File: src/rtl/ones_comp_div_seq_if.sv
// Start/done handshake and result bus between the ALU sequencer (master)
// and the one's-complement divider (slave).
interface ones_comp_div_seq_if;
    logic        start;
    logic [29:0] numer;
    logic [14:0] denom;
    logic        busy;
    logic        done;
    logic [14:0] quot;
    logic [14:0] remain;
    logic        div_zero;
    logic        overflow;

    modport master (
        output start, numer, denom,
        input  busy, done, quot, remain, div_zero, overflow
    );

    modport slave (
        input  start, numer, denom,
        output busy, done, quot, remain, div_zero, overflow
    );
endinterface

File: src/rtl/ones_comp_div_seq.sv
// Multi-cycle restoring divider: 30-bit double-precision one's-complement numerator
// by 15-bit one's-complement denominator. Define DIV_EARLY_TERM_EN for 14-iteration small-|N| divides.
module ones_comp_div_seq #(
    parameter int ITERS = 28
) (
    input  logic                 clk,
    input  logic                 rst_n,
    ones_comp_div_seq_if.slave   bus
);
    localparam int MW = 14;
    localparam int NW = 2 * MW;
    localparam int CW = 5;

    typedef enum logic [2:0] {IDLE, CONV, DIV, SIGN, DONE} state_t;

    state_t          state_reg, state_next;
    logic [14:0]     hi_reg, lo_reg, den_reg;
    logic [NW-1:0]   dvd_reg;
    logic [NW-1:0]   quo_reg;
    logic [MW-1:0]   rem_reg;
    logic [MW-1:0]   dmag_reg;
    logic            sn_reg;
    logic [CW-1:0]   cnt_reg;
    logic [14:0]     quot_reg, remain_reg;
    logic            dz_reg, ovf_reg;

    // Magnitude/sign extraction, used during CONV
    logic            hi_zero, lo_zero, d_zero, sn;
    logic [MW-1:0]   hi_mag, lo_mag, d_mag;
    logic [NW-1:0]   hi_ext, n_mag;
    logic [NW-1:0]   dvd_init;
    logic [CW-1:0]   cnt_init;

    always_comb begin
        hi_zero = (hi_reg == 15'h0000) || (hi_reg == 15'h7fff);
        lo_zero = (lo_reg == 15'h0000) || (lo_reg == 15'h7fff);
        hi_mag  = hi_reg[14] ? ~hi_reg[13:0] : hi_reg[13:0];
        lo_mag  = lo_reg[14] ? ~lo_reg[13:0] : lo_reg[13:0];
        d_mag   = den_reg[14] ? ~den_reg[13:0] : den_reg[13:0];
        d_zero  = (d_mag == '0);
        hi_ext  = {hi_mag, {MW{1'b0}}};
        // Mixed-sign words: the low word borrows from the high word's weight
        if (!hi_zero && !lo_zero && (hi_reg[14] != lo_reg[14]))
            n_mag = hi_ext - {{MW{1'b0}}, lo_mag};
        else
            n_mag = hi_ext + {{MW{1'b0}}, lo_mag};
        sn = hi_zero ? lo_reg[14] : hi_reg[14];
`ifdef DIV_EARLY_TERM_EN
        if (n_mag[NW-1:MW] == '0) begin
            dvd_init = {n_mag[MW-1:0], {MW{1'b0}}};
            cnt_init = CW'(MW - 1);
        end else begin
            dvd_init = n_mag;
            cnt_init = CW'(ITERS - 1);
        end
`else
        dvd_init = n_mag;
        cnt_init = CW'(ITERS - 1);
`endif
    end

    // One restoring step: 14-bit subtraction suffices because a kept
    // difference is always below |D|.
    logic [MW:0]     rem_shift;
    logic            take;
    logic [MW-1:0]   rem_new;

    always_comb begin
        rem_shift = {rem_reg, dvd_reg[NW-1]};
        take      = (rem_shift >= {1'b0, dmag_reg});
        rem_new   = take ? (rem_shift[MW-1:0] - dmag_reg) : rem_shift[MW-1:0];
    end

    // Sign application and saturation for the SIGN state
    logic            q_big, sq;
    logic [MW-1:0]   q_mag;
    logic [14:0]     quot_fin, remain_fin;

    always_comb begin
        q_big = (quo_reg[NW-1:MW] != '0);
        q_mag = q_big ? {MW{1'b1}} : quo_reg[MW-1:0];
        sq    = sn_reg ^ den_reg[14];
        if (dz_reg) begin
            quot_fin   = sq ? 15'o40000 : 15'o37777;
            remain_fin = 15'o00000;
        end else begin
            quot_fin   = sq ? {1'b1, ~q_mag} : {1'b0, q_mag};
            remain_fin = sn_reg ? {1'b1, ~rem_reg} : {1'b0, rem_reg};
        end
    end

    always_ff @(posedge clk or negedge rst_n) begin
        if (!rst_n)
            state_reg <= IDLE;
        else
            state_reg <= state_next;
    end

    always_comb begin
        state_next = state_reg;
        bus.busy   = 1'b0;
        bus.done   = 1'b0;
        case (state_reg)
            IDLE: if (bus.start) state_next = CONV;
            CONV: begin
                bus.busy   = 1'b1;
                state_next = d_zero ? SIGN : DIV;
            end
            DIV: begin
                bus.busy = 1'b1;
                if (cnt_reg == '0) state_next = SIGN;
            end
            SIGN: begin
                bus.busy   = 1'b1;
                state_next = DONE;
            end
            DONE: begin
                bus.done   = 1'b1;
                state_next = IDLE;
            end
            default: state_next = IDLE;
        endcase
    end

    always_ff @(posedge clk or negedge rst_n) begin
        if (!rst_n) begin
            hi_reg     <= '0;
            lo_reg     <= '0;
            den_reg    <= '0;
            dvd_reg    <= '0;
            quo_reg    <= '0;
            rem_reg    <= '0;
            dmag_reg   <= '0;
            sn_reg     <= 1'b0;
            cnt_reg    <= '0;
            quot_reg   <= '0;
            remain_reg <= '0;
            dz_reg     <= 1'b0;
            ovf_reg    <= 1'b0;
        end else begin
            case (state_reg)
                IDLE: if (bus.start) begin
                    hi_reg  <= bus.numer[29:15];
                    lo_reg  <= bus.numer[14:0];
                    den_reg <= bus.denom;
                end
                CONV: begin
                    dz_reg   <= d_zero;
                    ovf_reg  <= 1'b0;
                    dmag_reg <= d_mag;
                    sn_reg   <= sn;
                    rem_reg  <= '0;
                    quo_reg  <= '0;
                    dvd_reg  <= dvd_init;
                    cnt_reg  <= cnt_init;
                end
                DIV: begin
                    rem_reg <= rem_new;
                    dvd_reg <= {dvd_reg[NW-2:0], 1'b0};
                    quo_reg <= {quo_reg[NW-2:0], take};
                    cnt_reg <= cnt_reg - 1'b1;
                end
                SIGN: begin
                    quot_reg   <= quot_fin;
                    remain_reg <= remain_fin;
                    ovf_reg    <= q_big & ~dz_reg;
                end
                default: ;
            endcase
        end
    end

    assign bus.quot     = quot_reg;
    assign bus.remain   = remain_reg;
    assign bus.div_zero = dz_reg;
    assign bus.overflow = ovf_reg;
endmodule
File: src/flat_wrapper.sv
// flat-port wrapper written by rule: the top's interface ports become plain ports
module ones_comp_div_seq_flat 
#(
    parameter int ITERS = 28
)
  (clk, rst_n, bus_start, bus_numer, bus_denom, bus_busy, bus_done, bus_quot, bus_remain, bus_div_zero, bus_overflow);
  ones_comp_div_seq_if bus_i ();
  input  logic clk;
  input  logic rst_n;
  input wire logic [$bits(bus_i.start)-1:0] bus_start;
  input wire logic [$bits(bus_i.numer)-1:0] bus_numer;
  input wire logic [$bits(bus_i.denom)-1:0] bus_denom;
  output wire logic [$bits(bus_i.busy)-1:0] bus_busy;
  output wire logic [$bits(bus_i.done)-1:0] bus_done;
  output wire logic [$bits(bus_i.quot)-1:0] bus_quot;
  output wire logic [$bits(bus_i.remain)-1:0] bus_remain;
  output wire logic [$bits(bus_i.div_zero)-1:0] bus_div_zero;
  output wire logic [$bits(bus_i.overflow)-1:0] bus_overflow;
  assign bus_i.start = bus_start;
  assign bus_i.numer = bus_numer;
  assign bus_i.denom = bus_denom;
  assign bus_busy = bus_i.busy;
  assign bus_done = bus_i.done;
  assign bus_quot = bus_i.quot;
  assign bus_remain = bus_i.remain;
  assign bus_div_zero = bus_i.div_zero;
  assign bus_overflow = bus_i.overflow;
  ones_comp_div_seq #(.ITERS(ITERS)) u_core (.clk(clk), .rst_n(rst_n), .bus(bus_i));
endmodule
File: config.mk
export PLATFORM = sky130hd
export DESIGN_NAME = ones_comp_div_seq_flat
export DESIGN_NICKNAME = d
export VERILOG_FILES = /design/src/rtl/ones_comp_div_seq_if.sv /design/src/rtl/ones_comp_div_seq.sv /design/src/flat_wrapper.sv
export SDC_FILE = /design/constraint.sdc
export NUM_CORES = 1
export LEC_CHECK = 0
export ABC_AREA = 1
export CORE_MARGIN = 5
export CORE_UTILIZATION = 53
export CTS_CLUSTER_DIAMETER = 100
export DETAILED_ROUTE_END_ITERATION = 16
export PLACE_DENSITY = 0.82
export SKIP_LAST_GASP = 1
export SLEW_MARGIN = 10
export SYNTH_ARGS = -nofsm -noshare
export SYNTH_HDL_FRONTEND = slang
export SYNTH_SLANG_ARGS = --single-unit
export TNS_END_PERCENT = 10
File: constraint.sdc
create_clock -name clk -period 2.1 [get_ports clk]
set_clock_uncertainty 0.2 [all_clocks]
set_input_delay 0.42 -clock clk [delete_from_list [all_inputs] [get_ports clk]]
set_output_delay 0.42 -clock clk [all_outputs]
set_load 0.01 [all_outputs]
==> results.sh <==
export IMPL_status="complete, but fails checks"
export IMPL_violations="setup timing"
export IMPL_synth_flop_cell="dfrtp_1"
export IMPL_cp_arrival_ns=2.34
export IMPL_post_route_util_pct=68.0
export IMPL_place_hpwl_mm=15.8
export IMPL_holdWs_ns=0.280
export IMPL_ys_types=49
export IMPL_cts_sinks=170
export IMPL_fin_crit_sh_pct=104
export IMPL_design_core_area_um2=17900
export IMPL_synth_warnings=0
export IMPL_path_class="flop to flop"
export IMPL_synth_top_cell_by_area="dfrtp_1"
export IMPL_worstSetupEndpointType="flop"
export IMPL_grt_pass1_vias=8199
export IMPL_critPathMaxFanout=2
export IMPL_slew_headroom_pct=56.2
export IMPL_clk_latency_ns=0.44
export IMPL_powerDensity_nw_per_um2=1830
export IMPL_die_area_um2=20900
export IMPL_min_from="u_core.cnt_reg[4]"
export IMPL_placementRows=49
export IMPL_pwr_share_clk_pct=14.7
export IMPL_synth_area_leaders="dfrtp_1, nand2_1, inv_1"
export IMPL_ir_drop_uv=925
export IMPL_syn_area_um2=9580
export IMPL_die_h_um=144
export IMPL_ioPinCount=82
export IMPL_power_frac_comb_pct=59.7
export IMPL_drcViolationCount=0
export IMPL_hold_depth=1
export IMPL_r2r_cells=13
export IMPL_wl_per_cell_um=14.8
export IMPL_rsz0062_at_grt="yes"
export IMPL_nets=1379
export IMPL_ys_ff_latch=170
export IMPL_p_sw_mw=9.99
export IMPL_fmax_mhz=459
export IMPL_switching_share_pct=44.8
export IMPL_start_util_pct=53.5
export IMPL_worst_slew_pin_slew_ns=0.657
export IMPL_clk_root_buffer_cell="clkbuf_16"
export IMPL_r2r_start="u_core.dvd_reg[27]"
export IMPL_hold_path_class="flop to flop"
export IMPL_dp_cells=1512
export IMPL_drive_gt1_share_pct=20.4
export IMPL_cts_tree="yes"
export IMPL_gp_congestion=0.921
export IMPL_start_kind="flop"
export IMPL_post_dp_cell_area_um2=11100
export IMPL_worstHoldEndpoint="u_core.cnt_reg[4]"
export IMPL_detail_route_vias_per_cell=5.39
export IMPL_grt_overflow=0
export IMPL_setup_violations=23
export IMPL_slew_viol_final=0
export IMPL_antenna_found_initial=0
export IMPL_grt_start_max_net_pins=122
export IMPL_ys_async_sr_fraction_pct=100
export IMPL_grt_pass1_wl_mm=38.5
export IMPL_area_growth_pct=27.0
export IMPL_vias=8374
export IMPL_finalNonFillerCells=1555
export IMPL_cts_buffer_depth=2
export IMPL_drv_cap=0
export IMPL_hold_viol_final=0
export IMPL_cts_inserted_buffers=17
export IMPL_critPathRequiredTime_ns=2.26
export IMPL_reg2reg_slack_ns=-0.08
export IMPL_fin_area_um2=12200
export IMPL_drt_iter0_drc=657
export IMPL_syn_inst=1171
export IMPL_drt_wl_total_mm=23.0
export IMPL_drtPass1Iterations=5
export IMPL_synth_edf_count=0
export IMPL_seq_power_share_pct=25.6
export IMPL_cts_clk_slew_worst_paths_ns=0.08
export IMPL_post_route_min_period_ns=2.18
export IMPL_ys_seq_area_share_pct=44.4
export IMPL_h_tree_depth=4
export IMPL_syn_area_per_cell_um2=8.18
export IMPL_synth_nets=1237
export IMPL_antenna_cells=0
export IMPL_p_int_mw=12.3
export IMPL_postRouteAntennaNets=0
export IMPL_portBuffers=81
export IMPL_grt_usage_pct=22.9
export IMPL_final_setup_worst_slack_ns=-0.0782
export IMPL_die_w_um=144
export IMPL_synth_top_area_share_pct=44.4
export IMPL_leakage_nw=5.67
export IMPL_rr_endpoint="u_core.rem_reg[10]"
==> power groups by stage <==
| stage | Combinational (mW) | Sequential [mW] | Clock [mW] |
|---|---|---|---|
| floorplan | 8.27 | 5.57 | 0 |
| global placement | 11.7 | 5.63 | 0 |
| detailed placement | 12.0 | 5.71 | 0 |
| CTS | 12.6 | 5.67 | 3.32 |
| global route | 14.8 | 5.87 | 3.45 |
| finish | 13.3 | 5.71 | 3.28 |
==> per-layer routing <==
layer	wire length, µm	track usage, %	up-vias
li1	-	-	4092
met2	11400	39.3	278
met5	0	0	-
met4	683	9.08	0
met3	1340	4.46	53
met1	9600	28.6	3951
==> worst max-delay path, cell delays in order (launching register included) <==
cell     delay [ns]
dfrtp_1        0.40
inv_2          0.09
ha_4           0.12
inv_2          0.04
fa_2           0.36
buf_4          0.14
buf_4          0.13
nand3_1        0.10
nand3_1        0.12
nand2_1        0.08
inv_1          0.04
o21ai_2        0.11
nand3_1        0.07
o21ai_1        0.10
==> cell usage after synthesis, types with 7 or more instances <==
library cell / n
ha_1: 17
nor2_1: 96
nand3_1: 74
o22ai_1: 39
o211ai_1: 12
clkbuf_1: 23
nand2_2: 7
buf_2: 19
o21bai_1: 9
mux2_2: 32
nor3_1: 18
xnor2_1: 36
dfrtp_1: 170
nand2_1: 289
o21ai_0: 61
inv_2: 9
nor2_2: 7
xor2_1: 15
inv_1: 130
a21oi_1: 29
nand4_1: 21
==> cell families (layout without fill, tap and decap cells) <==
kind of cell	count (synthesis)	count (layout)	synth area share, %
and+or+nand+nor	533	533	24.3
buffers and inverters	191	346	8.49
DFF	170	170	44.4
AOI/OAI and AO/OA	168	168	10.3
xor gates and xnor gates	59	59	6.37
muxes	32	32	3.76
adders and majority gates	18	18	2.43
==> cell usage in the layout (no fill, tap or decap), drive strengths merged, types with 17 or more instances in the layout <==
| cell | n |
|---|---|
| nand3 | 78 |
| o21ai | 67 |
| nor2 | 105 |
| nand4 | 21 |
| xnor2 | 44 |
| dfrtp | 170 |
| a21oi | 31 |
| nor3 | 22 |
| nand2 | 298 |
| inv | 145 |
| clkbuf | 17 |
| mux2 | 32 |
| clkdlybuf4s50 | 78 |
| o22ai | 39 |
| buf | 94 |
| ha | 17 |
==> final cells by class <==
type / instances / area (µm²)
multi-input cells: 810 / 4840
well taps: 229 / 287
clock inverters: 15 / 200
repair buffers: 175 / 1630
fillers: 1407 / 5730
flip-flops and latches: 170 / 4260
clock buffers: 17 / 425
inverters: 139 / 531
==> repair_timing <==
action	in CTS	in global routing
endpoints found under the setup margin	31	80
hold buffers	1	0
gates cloned	1	0
setup buffers	3	6
gates resized for setup	29	53
endpoints found under the hold margin	170	0
pin swaps	7	22
==> through the flow <==
step / TNS (ns) / power (mW) / worst slack, ns
3_5_place_dp: -1.40 / 17.7 / -0.101
6_report: -0.514 / 22.3 / -0.0782
2_1_floorplan: -0.0104 / 13.8 / -0.00523
3_3_place_gp: -0.131 / 17.4 / -0.0610
5_1_grt: -4.74 / 24.1 / -0.157
4_1_cts: -1.53 / 21.6 / -0.0872
==> how the worst max path moves through the flow <==
| stage | start | to | slack (ns) | depth (start not counted) |
|---|---|---|---|---|
| after global placement | u_core.den_reg[14] | u_core.bus.quot[13] | -0.06 | 5 |
| after CTS | u_core.dvd_reg[27] | u_core.rem_reg[8] | -0.09 | 13 |
| final | u_core.dvd_reg[27] | u_core.rem_reg[10] | -0.08 | 13 |
| after detailed placement | u_core.rem_reg[3] | u_core.rem_reg[9] | -0.10 | 11 |
| after floorplan | u_core.lo_reg[14] | u_core.dvd_reg[24] | -0.005 | 16 |
| after global routing | u_core.dvd_reg[27] | u_core.rem_reg[10] | -0.16 | 13 |
No activity file was read; power rests on OpenSTA's default activity.
